<file path="config.mk">
export PLATFORM = sky130hd
export DESIGN_NAME = sdram_port_responder
export DESIGN_NICKNAME = d
export VERILOG_FILES = /design/src/rtl/sdram_pkg.sv /design/src/rtl/sdram_port_responder.sv
export SDC_FILE = /design/constraint.sdc
export NUM_CORES = 1
export LEC_CHECK = 0
export CORE_MARGIN = 2
export CORE_UTILIZATION = 40
export CTS_BUF_LIST = sky130_fd_sc_hd__clkbuf_4
export DETAILED_ROUTE_END_ITERATION = 8
export GPL_TIMING_DRIVEN = 0
export PLACE_DENSITY = 0.79
export SETUP_SLACK_MARGIN = 0.15
export SLEW_MARGIN = 40
export SYNTH_ARGS = -nofsm -noshare
export SYNTH_HDL_FRONTEND = slang
export SYNTH_SLANG_ARGS = --single-unit
export TNS_END_PERCENT = 20
</file>
<file path="constraint.sdc">
create_clock -name i_clk -period 2.1 [get_ports i_clk]
set_clock_uncertainty 0.05 [all_clocks]
set_input_delay 0.42 -clock i_clk [delete_from_list [all_inputs] [get_ports i_clk]]
set_output_delay 0.42 -clock i_clk [all_outputs]
set_load 0.01 [all_outputs]
</file>
<file path="src/rtl/sdram_pkg.sv">
// sdram_pkg: shared definitions for the SDRAM client port responder.
//   - DEF_ADDR_W / DEF_DATA_W : default word address and data widths
//   - DEF_TIMEOUT_CYC         : default number of cycles waited for read data
//   - TIMEOUT_DATA            : value returned to the client on a read timeout
//   - state_t                 : responder FSM states (also exported for debug)
package sdram_pkg;

  localparam int DEF_ADDR_W      = 23;
  localparam int DEF_DATA_W      = 32;
  localparam int DEF_TIMEOUT_CYC = 256;

  localparam logic [31:0] TIMEOUT_DATA = 32'hDEADBEEF;

  typedef enum logic [1:0] {
    ST_IDLE    = 2'd0,
    ST_REQ     = 2'd1,
    ST_WAIT_RD = 2'd2,
    ST_DONE    = 2'd3
  } state_t;

endpackage

</file>
<file path="src/rtl/sdram_port_responder.sv">
// sdram_port_responder: turns a simple held-request client interface into
// single Avalon-MM style commands towards an SDRAM controller.
//
// Ports
//   i_clk, i_rst        : clock, synchronous active-low reset
//   client_read/write   : request, held until client_finished
//   client_addr         : word address, client_writedata: write data
//   client_readdata     : read result, valid with client_finished and held
//   client_finished     : one-cycle completion pulse
//   client_err          : sticky error (read timeout or read+write together)
//   avm_*               : controller command side (address, read, write,
//                         writedata, byteenable, waitrequest, readdata,
//                         readdatavalid)
//   dbg_state           : current FSM state, for observation only
//
// Handshake: a command is held on avm_read/avm_write with stable address and
// data for every cycle avm_waitrequest=1; it is accepted in the first cycle
// the command is high and avm_waitrequest=0. Read data is taken from the
// first avm_readdatavalid=1 cycle at or after acceptance; avm_readdatavalid
// in any other state is ignored.
module sdram_port_responder
  import sdram_pkg::*;
#(
  parameter int ADDR_W      = DEF_ADDR_W,
  parameter int DATA_W      = DEF_DATA_W,
  parameter int TIMEOUT_CYC = DEF_TIMEOUT_CYC
) (
  input  logic              i_clk,
  input  logic              i_rst,
  input  logic              client_read,
  input  logic              client_write,
  input  logic [ADDR_W-1:0] client_addr,
  input  logic [DATA_W-1:0] client_writedata,
  output logic [DATA_W-1:0] client_readdata,
  output logic              client_finished,
  output logic              client_err,
  output logic [ADDR_W-1:0] avm_address,
  output logic              avm_read,
  output logic              avm_write,
  output logic [DATA_W-1:0] avm_writedata,
  output logic [3:0]        avm_byteenable,
  input  logic              avm_waitrequest,
  input  logic [DATA_W-1:0] avm_readdata,
  input  logic              avm_readdatavalid,
  output state_t            dbg_state
);

  localparam int CNT_W = (TIMEOUT_CYC > 1) ? $clog2(TIMEOUT_CYC) : 1;
  localparam logic [CNT_W-1:0] CNT_LAST = CNT_W'(TIMEOUT_CYC - 1);

  state_t            state_q;
  logic [CNT_W-1:0]  cnt_q;
  logic [DATA_W-1:0] rdata_q;
  logic              finished_q;
  logic              err_q;
  logic [ADDR_W-1:0] addr_q;
  logic              rd_q;
  logic              wr_q;
  logic [DATA_W-1:0] wdata_q;

  always_ff @(posedge i_clk) begin
    if (!i_rst) begin
      state_q    <= ST_IDLE;
      cnt_q      <= '0;
      rdata_q    <= '0;
      finished_q <= 1'b0;
      err_q      <= 1'b0;
      addr_q     <= '0;
      rd_q       <= 1'b0;
      wr_q       <= 1'b0;
      wdata_q    <= '0;
    end else begin
      finished_q <= 1'b0;
      case (state_q)
        ST_IDLE: begin
          if (client_read || client_write) begin
            // Read wins when both are raised; the conflict is flagged.
            addr_q  <= client_addr;
            wdata_q <= client_writedata;
            rd_q    <= client_read;
            wr_q    <= !client_read;
            if (client_read && client_write) err_q <= 1'b1;
            state_q <= ST_REQ;
          end
        end
        ST_REQ: begin
          if (!avm_waitrequest) begin
            rd_q <= 1'b0;
            wr_q <= 1'b0;
            if (!rd_q) begin
              finished_q <= 1'b1;
              state_q    <= ST_DONE;
            end else if (avm_readdatavalid) begin
              // Controller returned data in the accept cycle itself.
              rdata_q    <= avm_readdata;
              finished_q <= 1'b1;
              state_q    <= ST_DONE;
            end else begin
              cnt_q   <= '0;
              state_q <= ST_WAIT_RD;
            end
          end
        end
        ST_WAIT_RD: begin
          if (avm_readdatavalid) begin
            rdata_q    <= avm_readdata;
            finished_q <= 1'b1;
            state_q    <= ST_DONE;
          end else if (cnt_q == CNT_LAST) begin
            rdata_q    <= DATA_W'(TIMEOUT_DATA);
            err_q      <= 1'b1;
            finished_q <= 1'b1;
            state_q    <= ST_DONE;
          end else begin
            cnt_q <= cnt_q + CNT_W'(1);
          end
        end
        ST_DONE: begin
          // Requests are not looked at here, so a client still holding its
          // request while seeing finished is not served a second time.
          state_q <= ST_IDLE;
        end
        default: state_q <= ST_IDLE;
      endcase
    end
  end

  assign client_readdata = rdata_q;
  assign client_finished = finished_q;
  assign client_err      = err_q;
  assign avm_address     = addr_q;
  assign avm_read        = rd_q;
  assign avm_write       = wr_q;
  assign avm_writedata   = wdata_q;
  assign avm_byteenable  = 4'hF;
  assign dbg_state       = state_q;

endmodule
</file>
==> insert_results.sql <==
INSERT INTO impl_metrics (metric_group, metric, value, unit) VALUES
('logic_synthesis', 'yosys_warnings', '0', ''),
('placement', 'port-buffer-count', '184', ''),
('floorplan', 'fp.dieH', '102.0', 'um'),
('floorplan', 'initial_core_util', '41.37', '%'),
('detailed_routing', 'antenna_left', '0', ''),
('worst_setup_path', 'path_cells', 'clkdlybuf4s50_1', ''),
('clock_network', 'clock_slew_seen_by_the_registers_of_the_worst_setup_and_hold_paths', '0.15', 'ns'),
('detailed_routing', 'detailedRoute.firstPassIterationCount', '4', ''),
('floorplan', 'design.core.area', '9284', 'um^2'),
('power', 'power_switching_share', '36.63', '%'),
('sta', 'count_of_final_setup_violators', '0', ''),
('power', 'internal-power', '0.003970', 'W'),
('worst_setup_path', 'crit_family', 'buffers and inverters', ''),
('logic_synthesis', 'ys_dominant_reg_cell', 'sky130_fd_sc_hd__dfxtp_1', ''),
('logic_synthesis', 'netlist-cell-type-count', '45', ''),
('detailed_routing', 'drc', '0', ''),
('detailed_routing', 'drt_wl_total', '11450', 'um'),
('sta', 'slew_headroom', '65.58', '%'),
('grt', 'grt_antenna_before_repair', '0', ''),
('clock_network', 'hold_buffers', '0', ''),
('clock_network', 'cts.root.buffer_cell', 'sky130_fd_sc_hd__clkbuf_4', ''),
('logic_synthesis', 'yosysSeqAreaShare', '52.64', '%'),
('clock_network', 'clock_latency', '0.44', 'ns'),
('worst_setup_path', 'critPathKind', 'flip-flop to output pin', ''),
('grt', 'grt_pass1_vias', '3859', ''),
('floorplan', 'boundaryPins', '190', ''),
('worst_hold_path', 'worst_hold_path_type', 'input port to flip-flop', ''),
('clock_network', 'tritoncts_clock_tree', 'done', ''),
('placement', 'placed_area', '5857', 'um^2'),
('power', 'reg_power_share', '40.3', '%'),
('placement', 'hpwlAfterDp', '8530', 'um'),
('cells_and_area', 'seqCellArea', '2028', 'um^2'),
('worst_hold_path', 'hold_end', 'client_readdata[17]$_SDFFE_PN0P_', ''),
('worst_setup_path', 'critPathBufInv', '1', ''),
('sta', 'rsz0062_at_grt', 'true', ''),
('clock_network', 'h-tree-depth', '3', ''),
('floorplan', 'chipWidth', '102.0', 'um'),
('clock_network', 'clock_sink_count', '101', ''),
('flow_run', 'max_cap_violations', '0', ''),
('worst_hold_path', 'hp-start', 'i_rst', ''),
('logic_synthesis', 'netlist_instances', '439', ''),
('clock_network', 'cts-buffers-inserted', '9', ''),
('run_status', 'status', 'finished, final reports clean', ''),
('worst_hold_path', 'timing.hold.worst_path_depth', '3', ''),
('cells_and_area', 'insertedDiodeCount', '0', ''),
('power', 'combinational_cell_fraction_of_total_power', '44.6', '%'),
('power', 'p_clk_share', '15.1', '%'),
('sta', 'slew_violations', '0', ''),
('clock_network', 'clock_tree_buf_depth', '2', ''),
('logic_synthesis', 'ys_async_sr_fraction', '0', '%'),
('worst_setup_path', 'critPathRequiredTime', '1.63', 'ns'),
('power', 'power_density', '1027', 'nW/um^2'),
('worst_setup_path', 'timing.critical_path.from_type', 'flip-flop', ''),
('cells_and_area', 'drive_above_1_share', '12.35', '%'),
('cells_and_area', 'multi_input_comb_area', '1695', 'um^2'),
('logic_synthesis', 'cell_area_synth', '3841', 'um^2'),
('sta', 'post-route-min-period', '1.898', 'ns'),
('worst_setup_path', 'ff2ff_setup_slack', '0.20', 'ns'),
('cells_and_area', 'layout.cells.non_filler', '777', ''),
('worst_setup_path', 'worst_ep_arrival_time', '1.43', 'ns'),
('sta', 'hold_viol', '0', ''),
('worst_setup_path', 'endpoint_kind', 'output pin', ''),
('grt', 'grt_max_degree', '18', ''),
('sta', 'final_min_period_over_clock_period', '90.37', '%'),
('logic_synthesis', 'synth.area.top_cells', 'sky130_fd_sc_hd__dfxtp_1 53%, sky130_fd_sc_hd__nand2_1 13%, sky130_fd_sc_hd__a21oi_1 8.5%', ''),
('grt', 'global_route.usage.total', '21.80', '%'),
('logic_synthesis', 'post_synth.cell_area_avg', '8.750', 'um^2'),
('worst_setup_path', 'worst_path_largest_cell_delay', '0.57', 'ns'),
('cells_and_area', 'final_nets', '742', ''),
('floorplan', 'design.die.area', '10400', 'um^2'),
('grt', 'grt_first_pass_wirelength', '18050', 'um');
## cells in the mapped netlist (all sizes together) (2+ instances only)
master	n
o22ai	8
o21ai	7
nor3	2
inv	5
nor2	6
nand2	132
a21boi	3
dfxtp	101
nand3b	3
nand3	8
or4	5
a21oi	65
buf	11
o221a	25
nand2b	3
ha	5
o31ai	5
o21a	3
clkbuf	25
## cell families (layout without fill, tap and decap cells)
family          after synthesis  in the layout  synth area share, %
fa+ha+maj                     5              5                1.629
flops                       101            101                52.64
compound gates              124            124                22.08
simple gates                166            166                18.37
mux                           1              1               0.2606
buf+inv                      41            247                4.918
other cells                   1              4              0.09763
## through the flow
| step | util [%] | total power (W) | hold WS, ns | setup WS [ns] |
|---|---|---|---|---|
| 6_report | 65.70 | 0.006265 | 0.4003 | 0.2023 |
| 5_1_grt | 65.70 | 0.006695 | 0.3898 | 0.1109 |
| 4_1_cts | 64.49 | 0.006224 | 0.3807 | 0.08564 |
| 3_5_place_dp | 63.09 | 0.005262 | 0.3969 | -0.2615 |
| 3_3_place_gp | 63.09 | 0.005170 | 0.3914 | -0.2354 |
| 2_1_floorplan | - | 0.003947 | 0.4305 | 0.1917 |
## worst register-to-register path: cells and delay by family (launching register included)
| family | cells | cell delay (ns) |
|---|---|---|
| flops | 1 | 0.39 |
| simple gates | 2 | 0.62 |
| fa+ha+maj | 1 | 0.16 |
| buf+inv | 3 | 0.31 |
| compound gates | 2 | 0.32 |
## layer usage
metal / vias up / part of all wire [%] / GRT usage, %
met4: 0 / 1.7 / 5.538
li1: 1936 / - / -
met3: 19 / 12 / 10.67
met1: 1821 / 40 / 24.41
met2: 186 / 46 / 37.25
met5: - / 0 / 0
## area by class of cell
class                   count  share of cell area [%]
repair buffers            192                   31.18
plain buffers              35                   2.851
well taps                 129                   2.646
clock buffers              10                   1.231
flip-flops and latches    101                   33.25
inverters                   5                  0.3077
multi-input cells         300                   27.79
clock inverters             5                  0.7385
## registers in the layout (all words and copies together), names as in the netlist
register,flops
avm_address,23
avm_read,1
client_err,1
avm_write,1
dbg_state,2
avm_writedata,32
client_readdata,32
cnt_q,8
client_finished,1
## cell usage in the layout (no fill, tap or decap), drive strengths merged, types with 2 or more instances in the layout
| cell | n |
|---|---|
| inv | 8 |
| dfxtp | 101 |
| nand3 | 8 |
| or4 | 5 |
| a21boi | 3 |
| o21ai | 7 |
| clkdlybuf4s50 | 184 |
| buf | 20 |
| a21oi | 65 |
| o21a | 3 |
| o31ai | 5 |
| conb | 4 |
| clkbuf | 33 |
| nor3 | 2 |
| nor2 | 6 |
| nand2b | 3 |
| o22ai | 8 |
| ha | 5 |
| nand3b | 3 |
| o221a | 25 |
| nand2 | 132 |
## power groups by stage
stage,registers [W],logic (W),clock network [W]
2_1_floorplan,0.00272,0.00122,0
3_3_place_gp,0.00254,0.00263,0
3_5_place_dp,0.00256,0.00270,0
4_1_cts,0.00253,0.00273,0.000968
5_1_grt,0.00257,0.00308,0.00105
6_report,0.00253,0.00280,0.000943
## worst max path at each step
stage                                          from                              to  slack [ns]  cells past startpoint
after floorplan           dbg_state[1]$_SDFFE_PN0P_           cnt_q[2]$_SDFFE_PN0P_        0.19                      8
after global placement                  client_read   avm_writedata[9]$_SDFFE_PN0P_       -0.24                      7
after detailed placement                client_read  avm_writedata[13]$_SDFFE_PN0P_       -0.26                      5
after CTS                 dbg_state[0]$_SDFFE_PN0P_           cnt_q[2]$_SDFFE_PN0P_        0.09                      7
after global routing      dbg_state[1]$_SDFFE_PN0P_           cnt_q[2]$_SDFFE_PN0P_        0.11                      8
final                         avm_read$_SDFFE_PN0P_                        avm_read        0.20                      1
## repair_timing
| action | CTS | global route |
|---|---|---|
| pin swaps | 0 | 3 |
| setup endpoints to repair | 86 | 94 |
| buffers inserted | 0 | 8 |
| gates resized for setup | 8 | 18 |
Note: power is estimated with default switching activity, not from simulation.
